===== src/rtl/multicycle_controller.sv =====
// Multicycle instruction controller: steps each instruction through fetch,
// decode, execute and an optional data-memory phase with a bounded wait.
module multicycle_controller #(
    parameter int INSTR_W     = 16,
    parameter int ALU_OP_W    = 3,
    parameter int MEM_TIMEOUT = 15
) (
    input  logic                clk,
    input  logic                rst,
    input  logic                start,
    input  logic                instr_valid,
    input  logic [INSTR_W-1:0]  instruction,
    input  logic                cond,
    input  logic                mem_ack,
    output logic                instr_req,
    output logic [ALU_OP_W-1:0] alu_op,
    output logic                sel_ALUScr_reg,
    output logic                sel_ALUScr_const,
    output logic                sel_PCSrc_plus1,
    output logic                sel_PCSrc_offset,
    output logic                sel_PCSrc_const,
    output logic                pc_we,
    output logic                rf_we,
    output logic                mem_req,
    output logic                mem_we,
    output logic                halted,
    output logic                error
);
    localparam int CNT_W = $clog2(MEM_TIMEOUT + 1);
    localparam logic [CNT_W-1:0] CNT_LAST = CNT_W'(MEM_TIMEOUT);

    localparam logic [2:0] S_IDLE   = 3'd0;
    localparam logic [2:0] S_FETCH  = 3'd1;
    localparam logic [2:0] S_DECODE = 3'd2;
    localparam logic [2:0] S_EXEC   = 3'd3;
    localparam logic [2:0] S_MEM    = 3'd4;
    localparam logic [2:0] S_HALT   = 3'd5;
    localparam logic [2:0] S_ERROR  = 3'd6;

    logic [2:0]       state_q, state_d;
    logic [5:0]       opcode_q, opcode_d;
    logic [CNT_W-1:0] cnt_q, cnt_d;

    // Only the opcode field of the instruction word matters here.
    if (INSTR_W > 6) begin : g_instr_unused
        logic instr_unused;
        assign instr_unused = ^instruction[INSTR_W-7:0];
    end

    logic is_r, is_i, is_cj, is_j, is_ld, is_st, is_halt;
    assign is_r    = (opcode_q[5:4] == 2'b00);
    assign is_i    = (opcode_q[5:4] == 2'b01);
    assign is_cj   = (opcode_q[5:3] == 3'b100);
    assign is_j    = (opcode_q[5:2] == 4'b1010);
    assign is_ld   = (opcode_q == 6'b101100);
    assign is_st   = (opcode_q == 6'b101101);
    assign is_halt = (opcode_q == 6'b111111);

    always_comb begin
        state_d          = state_q;
        opcode_d         = opcode_q;
        cnt_d            = cnt_q;
        instr_req        = 1'b0;
        alu_op           = '0;
        sel_ALUScr_reg   = 1'b0;
        sel_ALUScr_const = 1'b0;
        sel_PCSrc_plus1  = 1'b0;
        sel_PCSrc_offset = 1'b0;
        sel_PCSrc_const  = 1'b0;
        pc_we            = 1'b0;
        rf_we            = 1'b0;
        mem_req          = 1'b0;
        mem_we           = 1'b0;
        halted           = 1'b0;
        error            = 1'b0;
        case (state_q)
            S_IDLE: begin
                if (start) state_d = S_FETCH;
            end
            S_FETCH: begin
                instr_req = 1'b1;
                if (instr_valid) begin
                    opcode_d = instruction[INSTR_W-1 -: 6];
                    state_d  = S_DECODE;
                end
            end
            S_DECODE: begin
                if (is_halt)
                    state_d = S_HALT;
                else if (is_r || is_i || is_cj || is_j || is_ld || is_st)
                    state_d = S_EXEC;
                else
                    state_d = S_ERROR;
            end
            S_EXEC: begin
                if (is_r || is_i) begin
                    sel_ALUScr_reg   = is_r;
                    sel_ALUScr_const = is_i;
                    alu_op           = opcode_q[ALU_OP_W-1:0];
                    rf_we            = 1'b1;
                    pc_we            = 1'b1;
                    sel_PCSrc_plus1  = 1'b1;
                    state_d          = S_FETCH;
                end else if (is_cj) begin
                    pc_we            = 1'b1;
                    sel_PCSrc_offset = cond;
                    sel_PCSrc_plus1  = ~cond;
                    state_d          = S_FETCH;
                end else if (is_j) begin
                    pc_we           = 1'b1;
                    sel_PCSrc_const = 1'b1;
                    state_d         = S_FETCH;
                end else if (is_ld || is_st) begin
                    sel_ALUScr_const = 1'b1;
                    cnt_d            = '0;
                    state_d          = S_MEM;
                end else begin
                    state_d = S_ERROR;
                end
            end
            S_MEM: begin
                // Address selects stay asserted so the ALU output is stable.
                mem_req          = 1'b1;
                mem_we           = is_st;
                sel_ALUScr_const = 1'b1;
                if (mem_ack) begin
                    pc_we           = 1'b1;
                    sel_PCSrc_plus1 = 1'b1;
                    rf_we           = is_ld;
                    state_d         = S_FETCH;
                end else if (cnt_q == CNT_LAST) begin
                    state_d = S_ERROR;
                end else begin
                    cnt_d = cnt_q + CNT_W'(1);
                end
            end
            S_HALT:  halted = 1'b1;
            S_ERROR: error  = 1'b1;
            default: state_d = S_ERROR;
        endcase
    end

    always_ff @(posedge clk) begin
        if (rst) begin
            state_q  <= S_IDLE;
            opcode_q <= '0;
            cnt_q    <= '0;
        end else begin
            state_q  <= state_d;
            opcode_q <= opcode_d;
            cnt_q    <= cnt_d;
        end
    end
endmodule


===== config.mk =====
export PLATFORM = sky130hd
export DESIGN_NAME = multicycle_controller
export DESIGN_NICKNAME = d
export VERILOG_FILES = /design/src/rtl/multicycle_controller.sv
export SDC_FILE = /design/constraint.sdc
export NUM_CORES = 1
export LEC_CHECK = 0
export ABC_AREA = 1
export CAP_MARGIN = 20
export CORE_MARGIN = 4
export CORE_UTILIZATION = 38
export CTS_CLUSTER_SIZE = 30
export DETAILED_ROUTE_END_ITERATION = 8
export GPL_ROUTABILITY_DRIVEN = 0
export PLACE_DENSITY = 0.74
export SLEW_MARGIN = 10
export SYNTH_ARGS = -nofsm -noshare
export SYNTH_HDL_FRONTEND = slang
export SYNTH_SLANG_ARGS = --single-unit

===== constraint.sdc =====
create_clock -name clk -period 1.2 [get_ports clk]
set_input_delay 0.24 -clock clk [delete_from_list [all_inputs] [get_ports clk]]
set_output_delay 0.24 -clock clk [all_outputs]
set_load 0.02 [all_outputs]

==> impl_metrics.csv <==
group,metric,value,unit
worst_setup_path,crit_chain,"nor2_4, nand3_2, o31ai_4, buf_6",
timing,skew,0.0129,ns
worst_setup_path,crit_fanout,5,
die,placementRows,17,
yosys,synthDistinctLibCells,25,
clock_network,cts_max_level,1,
layout,nets,242,
global_routing,grt_overflow,0,
timing,fin_crit,1.66,ns
worst_setup_path,cp_slowest_cell,"dfxtp_4",
power,leakage,0.811,nW
hold_path,worstHoldPathType,"reg -> reg",
yosys,syn-instance-count,147,
power,p_total,2.98,mW
route,drtAntennaViolNets,0,
timing,holdWs,0.521,ns
global_routing,antenna_found_initial,0,
timing,hold_viol_final,0,
worst_setup_path,crit_family,"flip-flops",
layout,drive_gt1_share,58.7,%
global_routing,grt_pass1_vias,1299,
die,initial_utilization,40.7,%
yosys,yosysSeqAreaShare,28.1,%
route,wl,3880,um
hold_path,hold_start,"cnt_q[3]$_SDFFE_PP0P_",
layout,final_common_cell,"buf_4",
worst_setup_path,r2r.worst_path.cells,12,
timing,maxSlewViolCount,0,
timing,fin_setup_tns,-8.17,ns
run,cap_violations,0,
die,dieHeight,57.4,um
worst_setup_path,critPathCaptureType,"primary output",
placed_design,placed_area,1550,um^2
worst_setup_path,r2r_end,"state_q[0]$_SDFFE_PP0P_",
clock_network,cts_tree,"done",
status,violations,"negative setup slack",
placed_design,dp.cells,234,
worst_setup_path,r2r_slack,-0.30,ns
timing,fmax,604,MHz
power,pwr_density_cell,1620,nW/um^2
timing,grt_setup_unrepaired,"yes",
power,ir_drop,1.32,mV
timing,post-route-period-util,138,%
clock_network,cts_buffers,3,
layout,fill_cells,133,
worst_setup_path,cp.arrival,1.42,ns
yosys,avgSynthCellArea,6.30,um^2
yosys,syn-num-nets,170,
worst_setup_path,path_class,"reg -> out",
route,viasPerCell,5.29,
clock_network,cts.sinks,13,
die,ioPinCount,37,
layout,areaGrowthSynthToFinish,99.2,%
route,drt-initial-drc-count,75,
worst_setup_path,start_kind,"register",
route,drc,0,
placed_design,port_buffers,26,
die,dieArea,3290,um^2
hold_path,holdPathStages,2,
hold_path,hold_path_end,"cnt_q[3]$_SDFFE_PP0P_",
clock_network,root_buffer,"clkbuf_4",
worst_setup_path,cp_num_buf_inv,1,
yosys,yosys_warnings,0,
yosys,ys_seq_elements,13,
timing,setup_viol,28,
clock_network,clkTransAtPathRegs,0.10,ns
status,outcome,"finished with violations",
worst_setup_path,crit_path_max_incr_delay,0.39,ns
worst_setup_path,required,0.96,ns
die,core,2280,um^2
worst_setup_path,r2r_start,"opcode_q[2]$_SDFFE_PP0P_",
timing,tightest_slew,0.407,ns
global_routing,grt_pass1_wl,5550,um
placed_design,pre_cts_slack,-0.829,ns
global_routing,groute.usage.overall,21.4,%
yosys,syn-cell-area,926,um^2
die,die_w,57.4,um
placed_design,dp_hpwl,2330,um
clock_network,worstSkewPairLatency,0.30,ns
clock_network,cts-hold-fix-buffers,0,
layout,post-route-util,81.0,%
clock_network,max-clock-path-buffers,2,
route,dr.pass1.iters,5,
layout,stdcell_count,246,
route,num_vias,1301,
timing,maxSlewHeadroom,72.9,%
route,wl_per_cell,15.8,um
layout,mostFrequentLayoutCells,"buf_4 (37), nand2_1 (20), buf_6 (20)",
layout,fin_area,1840,um^2
layout,insertedDiodeCount,0,
global_routing,grt_max_degree,9,
timing,final.setup.worst_slack,-0.456,ns
final cells by class:
class                      count  area, um^2  share of cell area [%]
clock buffer                   3        22.5                    1.22
tap                           28        35.0                    1.90
sequential                    13         277                    15.0
timing repair buffer          68         612                    33.2
clock inverter                 1        5.00                   0.271
multi-input combinational    113         806                    43.7
inverter                      20        87.6                    4.75
kinds of logic after synthesis:
logic type      count (synthesis)  share of synthesized area (%)
compound gates                 25                           14.9
buf+inv                        22                           10.0
simple gates                   85                           44.7
xor+xnor                        1                          0.946
flops                          13                           28.1
fa+ha+maj                       1                           1.35
registers in the layout, summed over array words and instances, names as in the netlist:
name      count
cnt_q         4
state_q       3
opcode_q      6
synthesized netlist by cell type:
library cell,instances,area [um^2]
buf_2,1,5.00
nor2_4,3,33.8
xor2_1,1,8.76
clkinv_2,1,5.00
nor2_1,26,97.6
a41oi_1,1,8.76
nand2_4,1,11.3
ha_1,1,12.5
dfxtp_1,13,260
nand4_1,1,6.26
o21ai_1,2,10.0
nor3_1,3,15.0
inv_2,3,11.3
nor2_2,3,18.8
o21bai_2,1,11.3
o31ai_1,1,7.51
nand2_2,7,43.8
nor3b_1,1,7.51
o21ai_0,8,40.0
nand3_4,1,17.5
buf_6,1,11.3
inv_1,16,60.1
nand3_1,13,65.1
nand2_1,26,97.6
a21oi_1,12,60.1
worst register-to-register path, cell delays in order (launching register included):
cell     delay [ns]
dfxtp_2        0.35
nand2_2        0.08
buf_6          0.13
nand2_2        0.05
nand2_1        0.05
nand2_1        0.08
nand2_2        0.06
buf_4          0.13
buf_4          0.12
nor2_1         0.13
nand2_1        0.09
nand2_1        0.09
a21oi_2        0.05
worst max path at each step:
stage,slack [ns],startpoint,cells past startpoint,to
6_report,-0.46,state_q[1]$_SDFFE_PP0P_,4,rf_we
3_3_place_gp,-0.82,mem_ack,4,rf_we
4_1_cts,-0.38,state_q[1]$_SDFFE_PP0P_,7,sel_PCSrc_plus1
2_1_floorplan,-0.07,state_q[2]$_SDFFE_PP0P_,5,sel_ALUScr_const
3_5_place_dp,-0.83,mem_ack,4,rf_we
5_1_grt,-0.51,state_q[1]$_SDFFE_PP0P_,7,sel_PCSrc_plus1
timing repair:
item                                    CTS  global route
resized for setup                       122            18
cloned                                    1             0
setup buffers                             5             2
pin swaps                                16             5
endpoints found under the setup margin   28            28
where the power goes:
group	switching [mW]	leakage, nW	internal [mW]
clock	0.177	0.0177	0.124
sequential	0.131	0.110	0.553
combinational	1.05	0.683	0.953
total	1.35	0.811	1.63
per-layer routing:
layer	share of wire [%]	track usage (%)	vias up
met5	0	0	-
met4	4.7	10.3	0
met3	5.3	4.07	21
met2	53	39.7	59
met1	37	22.7	599
li1	-	-	622
Note: power is estimated with default switching activity, not from simulation.
